$ cat src/rtl/compare_driver_pkg.sv
// Shared definitions for the compare driver: verdict codes, LFSR constants, FSM states.
// Used by compare_driver (optional checker enabled by CMP_DRIVER_CHECK_EN).
package compare_driver_pkg;

    localparam logic [2:0]  CMP_GT        = 3'b100;
    localparam logic [2:0]  CMP_EQ        = 3'b010;
    localparam logic [2:0]  CMP_LT        = 3'b001;
    localparam logic [15:0] LFSR_TAPS     = 16'hB400;
    localparam logic [15:0] LFSR_SEED_DEF = 16'hACE1;

    typedef enum logic [1:0] {
        IDLE  = 2'd0,
        ISSUE = 2'd1,
        DRAIN = 2'd2,
        DONE  = 2'd3
    } drv_state_t;

    function automatic logic [15:0] lfsr_next(input logic [15:0] s);
        return (s >> 1) ^ (s[0] ? LFSR_TAPS : 16'h0000);
    endfunction

    function automatic logic [2:0] cmp_ref(input logic [15:0] a, input logic [15:0] b);
        if (a > b)
            return CMP_GT;
        else if (a == b)
            return CMP_EQ;
        else
            return CMP_LT;
    endfunction

endpackage

$ cat src/rtl/compare_driver_lfsr16.sv
// 16-bit Galois LFSR with synchronous load and step; next_state exposes the
// look-ahead value so the driver can issue two consecutive states per cycle.
module compare_driver_lfsr16
    import compare_driver_pkg::*;
(
    input  logic        clk,
    input  logic        reset,
    input  logic        load,
    input  logic [15:0] load_value,
    input  logic        step,
    output logic [15:0] state,
    output logic [15:0] next_state
);

    always_ff @(posedge clk) begin
        if (reset)
            state <= LFSR_SEED_DEF;
        else if (load)
            state <= load_value;
        else if (step)
            state <= lfsr_next(state);
    end

    assign next_state = lfsr_next(state);

endmodule

$ cat src/rtl/compare_driver.sv
// Operand-pair generator and verdict tally for the compare block.
// Define CMP_DRIVER_CHECK_EN to build the shadow-operand reference checker driving mismatch.
module compare_driver
    import compare_driver_pkg::*;
#(
    parameter int CMP_LAT  = 1,
    parameter int EQ_EVERY = 8
) (
    input  logic        clk,
    input  logic        reset,
    input  logic        start,
    input  logic [15:0] seed,
    input  logic [7:0]  count,
    input  logic [2:0]  compare_var,
    output logic [15:0] number0,
    output logic [15:0] number1,
    output logic        busy,
    output logic        done,
    output logic [7:0]  gt_cnt,
    output logic [7:0]  eq_cnt,
    output logic [7:0]  lt_cnt,
    output logic        err,
    output logic        mismatch
);

    localparam logic [7:0]         EQ_MASK = 8'(EQ_EVERY - 1);
    localparam logic [CMP_LAT-1:0] VP_TOP  = CMP_LAT'(1) << (CMP_LAT - 1);

    drv_state_t         state;
    logic [7:0]         count_q;
    logic [7:0]         issued;
    logic               pair_valid;
    logic [CMP_LAT-1:0] vpipe;
    logic [15:0]        lfsr_state;
    logic [15:0]        lfsr_look;
    logic [15:0]        seed_eff;
    logic               start_load;
    logic               issue_more;
    logic               capture;
    logic               drain_empty;
    logic               eq_pair;

    assign seed_eff    = (seed == 16'h0000) ? LFSR_SEED_DEF : seed;
    assign start_load  = (state == IDLE) && start && (count != 8'd0);
    assign issue_more  = (state == ISSUE) && (issued != count_q);
    assign capture     = vpipe[CMP_LAT-1];
    assign eq_pair     = (issued & EQ_MASK) == EQ_MASK;
    // Empty once the tag now leaving the pipe is the only one still in flight.
    assign drain_empty = !pair_valid && ((vpipe & ~VP_TOP) == '0);

    // Pair 0 is issued straight from the seed, so the LFSR is loaded one step ahead.
    compare_driver_lfsr16 u_lfsr (
        .clk        (clk),
        .reset      (reset),
        .load       (start_load),
        .load_value (lfsr_next(seed_eff)),
        .step       (issue_more),
        .state      (lfsr_state),
        .next_state (lfsr_look)
    );

    always_ff @(posedge clk) begin
        if (reset) begin
            state      <= IDLE;
            count_q    <= 8'd0;
            issued     <= 8'd0;
            pair_valid <= 1'b0;
            vpipe      <= '0;
            number0    <= 16'h0000;
            number1    <= 16'h0000;
            busy       <= 1'b0;
            done       <= 1'b0;
            gt_cnt     <= 8'd0;
            eq_cnt     <= 8'd0;
            lt_cnt     <= 8'd0;
            err        <= 1'b0;
        end else begin
            done       <= 1'b0;
            pair_valid <= start_load || issue_more;
            vpipe      <= (vpipe << 1) | CMP_LAT'(pair_valid);

            if (start_load) begin
                number0 <= seed_eff;
                number1 <= lfsr_next(seed_eff);
            end else if (issue_more) begin
                number0 <= lfsr_state;
                number1 <= eq_pair ? lfsr_state : lfsr_look;
                issued  <= issued + 8'd1;
            end

            if (capture) begin
                case (compare_var)
                    CMP_GT:  gt_cnt <= gt_cnt + 8'd1;
                    CMP_EQ:  eq_cnt <= eq_cnt + 8'd1;
                    CMP_LT:  lt_cnt <= lt_cnt + 8'd1;
                    default: err    <= 1'b1;
                endcase
            end

            case (state)
                IDLE: begin
                    if (start) begin
                        count_q <= count;
                        issued  <= (count != 8'd0) ? 8'd1 : 8'd0;
                        gt_cnt  <= 8'd0;
                        eq_cnt  <= 8'd0;
                        lt_cnt  <= 8'd0;
                        err     <= 1'b0;
                        if (count == 8'd0) begin
                            state <= DONE;
                            done  <= 1'b1;
                        end else begin
                            state <= ISSUE;
                            busy  <= 1'b1;
                        end
                    end
                end
                ISSUE: begin
                    if (!issue_more || (issued + 8'd1 == count_q))
                        state <= DRAIN;
                end
                DRAIN: begin
                    if (drain_empty) begin
                        state <= DONE;
                        busy  <= 1'b0;
                        done  <= 1'b1;
                    end
                end
                DONE: begin
                    state <= IDLE;
                end
                default: state <= IDLE;
            endcase
        end
    end

`ifdef CMP_DRIVER_CHECK_EN
    logic [15:0] sh0 [CMP_LAT];
    logic [15:0] sh1 [CMP_LAT];
    logic [2:0]  ref_var;

    assign ref_var = cmp_ref(sh0[CMP_LAT-1], sh1[CMP_LAT-1]);

    // Shadow operands line up with the valid pipe so the reference matches the captured verdict.
    always_ff @(posedge clk) begin
        if (reset) begin
            for (int i = 0; i < CMP_LAT; i++) begin
                sh0[i] <= 16'h0000;
                sh1[i] <= 16'h0000;
            end
            mismatch <= 1'b0;
        end else begin
            sh0[0] <= number0;
            sh1[0] <= number1;
            for (int i = 1; i < CMP_LAT; i++) begin
                sh0[i] <= sh0[i-1];
                sh1[i] <= sh1[i-1];
            end
            if ((state == IDLE) && start)
                mismatch <= 1'b0;
            else if (capture && (compare_var != ref_var))
                mismatch <= 1'b1;
        end
    end
`else
    assign mismatch = 1'b0;
`endif

endmodule

$ cat config.mk
export PLATFORM = sky130hd
export DESIGN_NAME = compare_driver
export DESIGN_NICKNAME = d
export VERILOG_FILES = /design/src/rtl/compare_driver_pkg.sv /design/src/rtl/compare_driver_lfsr16.sv /design/src/rtl/compare_driver.sv
export SDC_FILE = /design/constraint.sdc
export NUM_CORES = 1
export LEC_CHECK = 0
export CORE_UTILIZATION = 57
export CTS_BUF_LIST = sky130_fd_sc_hd__clkbuf_4 sky130_fd_sc_hd__clkbuf_8
export CTS_CLUSTER_SIZE = 28
export DETAILED_ROUTE_END_ITERATION = 16
export HOLD_SLACK_MARGIN = 0.12
export PLACE_DENSITY_LB_ADDON = 0.12
export SLEW_MARGIN = 20
export SYNTH_ARGS = -nofsm -noshare
export SYNTH_HDL_FRONTEND = slang
export SYNTH_SLANG_ARGS = --single-unit
$ cat constraint.sdc
create_clock -name clk -period 3 [get_ports clk]
set_input_delay 0.9 -clock clk [delete_from_list [all_inputs] [get_ports clk]]
set_output_delay 0.9 -clock clk [all_outputs]
set_load 0.01 [all_outputs]
## Yosys cells after proc, flatten, opt, wreduce, memory -nomap -nowiden

Cells that the tools add are included.

- Register bits: 95
- Input port bits: 30

- Add/subtract/negate cells: 4
- Equal/unequal tests: 13
- Mux-type cells: 44
- Bitwise operators: 2
- Reduce and logical (&&, ||, !) cells: 16

Operators by type and width:

| operator | number |
|---|---|
| $mux 16 | 10 |
| $mux 8 | 16 |
| $add 8x1->8 const B | 4 |
| $xor 15x16->16 | 2 |
| $logic_not 16->1 | 1 |
| $mux 1 | 11 |
| $eq 8x8->1 | 1 |
| $logic_not 8->1 | 1 |
| $mux 2 | 4 |
| $ne 8x8->1 | 1 |
| $pmux 2 s4 | 1 |
| $reduce_bool 8->1 | 1 |
| $eq 3x3->1 const B | 2 |
| $ne 2x2->1 const B | 3 |
| $eq 2x2->1 const B | 2 |
| $pmux 1 s2 | 2 |
| $reduce_and 4->1 | 1 |
| $reduce_bool 2->1 | 2 |
| $eq 3x1->1 const B | 1 |
| $eq 3x2->1 const B | 1 |
| $logic_and 1x1->1 | 3 |
| $reduce_and 3->1 | 1 |
| $reduce_or 3->1 | 1 |
| $eq 2x1->1 const B | 1 |
| 5 further kinds | 6 |

## Longest topological paths before layout

- Word-level depth: 6
- Gate-level depth with buffers: 10
- Mapped depth without buffers: 7

## By module

From an unflattened synthesis, not the netlist that was laid out.

- Cell total of the unflattened synthesis: 576
- Area, all modules: 4949.7 um^2

By module, submodules not included:

| module | times used | cells an instance | area an instance (um^2) | sequential area each (um^2) |
|---|---|---|---|---|
| compare_driver | 1 | 485 | 4055.1 | 1581.5 |
| compare_driver_lfsr16 | 1 | 91 | 894.6 | 320.3 |

## Worst setup path after synthesis

OpenSTA, ideal clock, no wires.

- Kind: in2reg
- Start: input port count[4]
- End: register u_lfsr.state[10]
- Library setup time: 0.123 ns
- Data arrival time: 2.104 ns
- Data required time: 2.877 ns
- Slack: 0.772 ns
- Cell stages on the path: 6
- Path buffers: 1
- Path through: nor4_1 > nand2_1 > nand2_1 > buf_2 > a31oi_1 > or2_2

- Cells in the longest elaborated chain, start to end: 3
- Elaborated cells on any way between the ends: 4
- Classes of those cells: 1 x mux; 3 x reduce/logical

RTL lines:

| element | line | RTL |
|---|---|---|
| from (decl) | compare_driver.sv:13 | `input logic [7:0] count,` |
| $reduce_bool 8->1 (*) | compare_driver.sv:44 | `assign start_load = (state == IDLE) && start && (count != 8'd0);` |
| $logic_and 1x1->1 (*) | compare_driver.sv:44 |  |
| $mux 16 or $reduce_bool 2->1 (tied branches) | -- |  |
| to (signal assigned) | compare_driver_lfsr16.sv:19 | `state <= load_value;` |
| to (signal assigned) | compare_driver_lfsr16.sv:21 | `state <= lfsr_next(state);` |
| to (decl) | compare_driver_lfsr16.sv:11 | `output logic [15:0] state,` |

Every way passes the cells marked *; elsewhere a longest branch is shown, timed or not.
A chain may end at the register's enable or synchronous reset.

## Worst setup path after layout

- Start: input port seed[4]
- End: register number0[11]

- Cells in the longest elaborated chain, start to end: 3

RTL lines:

| element | line | RTL |
|---|---|---|
| from (decl) | compare_driver.sv:12 | `input logic [15:0] seed,` |
| $logic_not 16->1 | compare_driver.sv:43 | `assign seed_eff = (seed == 16'h0000) ? LFSR_SEED_DEF : seed;` |
| $mux 16 | compare_driver.sv:43 |  |
| $mux 16 | compare_driver.sv:82 | `if (start_load) begin` |
| to (signal assigned) | compare_driver.sv:86 | `number0 <= lfsr_state;` |
| to (decl) | compare_driver.sv:15 | `output logic [15:0] number0,` |

No other way between the ends.

==> impl_metrics.csv <==
group,metric,value,unit
cts,postCtsHoldBufs,0,
synth,ys_seq_elements,88,
drt,via_per_inst,5.57,
cts,cts_buffers,9,
power,p_int,2.75,mW
outcome,status,"complete, no violations",
global_routing,grt_usage,25.2,%
critical_path,critical-path-max-stage-delay,450,ps
critical_path,crit_type,"in2reg",
cts,cts_resized,0,
synth,synth_top_family_by_area,"simple AND/OR/NAND/NOR gates",
critical_path,end_kind,"flop",
power,clkPwrFrac,19.2,%
drt,via_count,3821,
drt,totalWireLength,9.86,mm
synth,synth_area,4360,sq um
critical_path,r2r_end,"number0[7]",
sta,timing.fmax,0.408,GHz
synth,synth_most_common_cell,"dfxtp_1",
sta,hold_viol,0,
power,ir_drop,450,uV
critical_path,reg2reg_from,"count_q[5]",
sta,tightestPinTransition,657,ps
critical_path,cp_slowest_cell,"clkdlybuf4s50_1",
sta,fin_ws,547,ps
global_routing,grt_pass1_vias,3496,
cts,postCtsSetupRepairBufs,0,
critical_path,crit_start,"seed[4]",
drt,drt-initial-drc-count,127,
synth,ys_warn_count,0,
synth,synth-xor-area-share,9.62,%
sta,max-slew-margin-rel,56.2,%
critical_path,cp.depth,6,
cts,cts_tree,"done",
layout,fin_nets,620,
synth,avgSynthCellArea,8.61,sq um
critical_path,start_kind,"input pin",
run,max_cap_violations,0,
cts,path_clk_slew,90,ps
place,port_buffers,88,
place,dp_hpwl,7.11,mm
cts,clk_path_buf_depth,2,
power,combPwrFrac,42.5,%
layout,final_cells,686,
critical_path,cp_data_required_time,3250,ps
power,p_switching,1.64,mW
global_routing,antenna_found_initial,0,
sta,setup_tns,0,ps
drt,routedWlPerCell,14.4,microns
layout,diodes,0,
place,post-place-ws,202,ps
synth,muxShareOfSynthArea,6.06,%
drt,drc_errors,0,
die,die_area,8000,sq um
synth,synth.top_cell.area_share,40.4,%
die,die_y,89.4,microns
global_routing,grt_max_degree,44,
power,p_leak,1.94,nW
drt,ant_nets,0,
synth,yosys.area_share.simple,19.3,%
critical_path,path_buf_inv,1,
power,p_total,4.39,mW
drt,dr.pass1.iters,4,
die,die_w,89.4,microns
synth,synth_common_cells,"dfxtp_1 (88), nand2_1 (80), nor2_1 (54)",
synth,yosysTopAreaCell,"dfxtp_1",
critical_path,worstPathCellList,"clkdlybuf4s50_1 -> nor4_1 -> and4_1 -> nand2b_1 -> nor2_1 -> a311oi_1",
cts,ctsRootBufferMaster,"clkbuf_8",
cts,clock-sinks,88,
critical_path,reg2reg_depth,7,
global_routing,grt.overflow.total,0,
worst_hold_path,hold_path_class,"reg2reg",
layout,drive_gt1_share,10.1,%
critical_path,crit_end,"number0[11]",
synth,synthAdderAreaFrac,2.30,%
die,ios,90,
power,seq_power_share,38.3,%
worst_hold_path,min_from,"number0[6]",
layout,area_growth,26.0,%
critical_path,critPathArrivalTime,2700,ps
synth,synth-edff-count,0,
critical_path,r2r_slack,610,ps
synth,synth_cell_types,51,
global_routing,grt_pass1_wl,15.6,mm
critical_path,critical-path-top-delay-family,"simple AND/OR/NAND/NOR gates",
synth,yosys-top-cells-area,"dfxtp_1 (40%), nand2_1 (6.9%), xnor2_1 (5.6%)",
critical_path,critPathMaxFanout,6,
sta,rsz0062_at_grt,"false",
place,placed_cells,670,
power,swShare,37.4,%
place,gp_congestion,0.857,
cts,cts-htree-levels,3,
sta,slew_violations,0,
sta,setup_viol,0,
die,initial_utilization,59.4,%
synth,synth_ff_type,"dfxtp_1",
sta,finClkSkew,8.00,ps
synth,syn_inst,506,
synth,synthesis.nets,544,
synth,synth_seq_area_share,40.4,%
synth,async_flop_share,0,%
die,row_count,31,
sta,layout_min_cycle_time,2450,ps
power,power_density,799,nW/um^2
sta,min_period_over_period,81.8,%
cts,clock_latency,360,ps
die,core,7330,sq um
synth,synth_compound_area_share,16.6,%
-- cell usage in the layout, fill, tap and decap left out, drive strengths merged, types with 3 or more instances in the layout --
| master | netlist | layout |
|---|---|---|
| nor4 | 8 | 8 |
| nand2 | 81 | 81 |
| a21oi | 45 | 45 |
| xnor2 | 29 | 29 |
| mux2 | 3 | 3 |
| and4 | 3 | 3 |
| mux2i | 23 | 23 |
| a21boi | 4 | 4 |
| o21ai | 11 | 11 |
| or2 | 3 | 3 |
| clkdlybuf4s50 | 0 | 87 |
| nand3 | 12 | 12 |
| buf | 25 | 17 |
| nand2b | 5 | 5 |
| xor2 | 18 | 18 |
| o21bai | 4 | 4 |
| nand4 | 5 | 5 |
| o211ai | 12 | 12 |
| inv | 5 | 5 |
| a311oi | 7 | 7 |
| a211oi | 5 | 5 |
| dfxtp | 88 | 88 |
| ha | 8 | 8 |
| nor2 | 55 | 55 |
| a31oi | 3 | 3 |
| nor3 | 11 | 11 |
| clkbuf | 14 | 12 |
-- area by class of cell --
type,instances,area [sq um]
Tap cell,99,124
Fill cell,550,1840
Timing Repair Buffer,104,1020
Inverter,5,18.8
Clock inverter,4,53.8
Sequential cell,88,1760
Multi-Input combinational cell,374,2360
Clock buffer,12,153
-- metrics by stage --
step                      cell area (sq um)  hold slack, ps  utilization (%)
after CTS                              5490             466             74.9
after global placement                 5280             445             72.1
after floorplan                        4360             449                -
after detailed placement               5280             453             72.1
after global routing                   5490             489             74.9
final                                  5490             460             74.9
-- metal layers --
layer / vias to the layer above / wire length (microns) / global-route usage, % / share of wire, %
li1: 1891 / - / - / -
met1: 1798 / 4450 / 31.8 / 45
met2: 119 / 4810 / 42.7 / 49
met3: 13 / 445 / 5.26 / 4.5
met4: 0 / 152 / 8.66 / 1.5
met5: - / 0 / 0 / 0
-- how the worst min path moves through the flow --
stage	to	slack, ps	cells after the start
after CTS	number0[6]	470	2
final	number0[6]	460	2
after detailed placement	number0[6]	450	2
after global placement	number0[6]	450	2
after floorplan	count_q[0]	450	2
after global routing	count_q[0]	490	2
-- flip-flops by register name (all words and copies together) (netlist names), 2 cells and up --
signal,count
number1,16
number0,15
u_lfsr.state,10
count_q,8
eq_cnt,8
gt_cnt,8
issued,8
lt_cnt,8
state,2
-- tightest hold or removal path, stage by stage (launching register included) --
cell and delay [ps]:
dfxtp_1 320, nand2_1 50, a21oi_1 50
-- power groups by stage --
stage	clock [mW]	sequential, mW	combinational (mW)
4_1_cts	0.859	1.68	1.86
6_report	0.844	1.68	1.86
3_5_place_dp	0	1.70	1.85
2_1_floorplan	0	1.69	1.25
5_1_grt	0.909	1.71	2.03
3_3_place_gp	0	1.70	1.81
-- cells by family (layout without fill, tap and decap cells) --
logic type / after synthesis / in the layout
AND/OR/NAND/NOR: 190 / 190
AO/OA/AOI/OAI: 102 / 102
flip-flops: 88 / 88
XOR/XNOR: 47 / 47
buffers and inverters: 44 / 125
multiplexers: 26 / 26
adder cells (fa/ha/maj): 8 / 8
other: 1 / 1
Note: power is estimated with default switching activity, not from simulation.
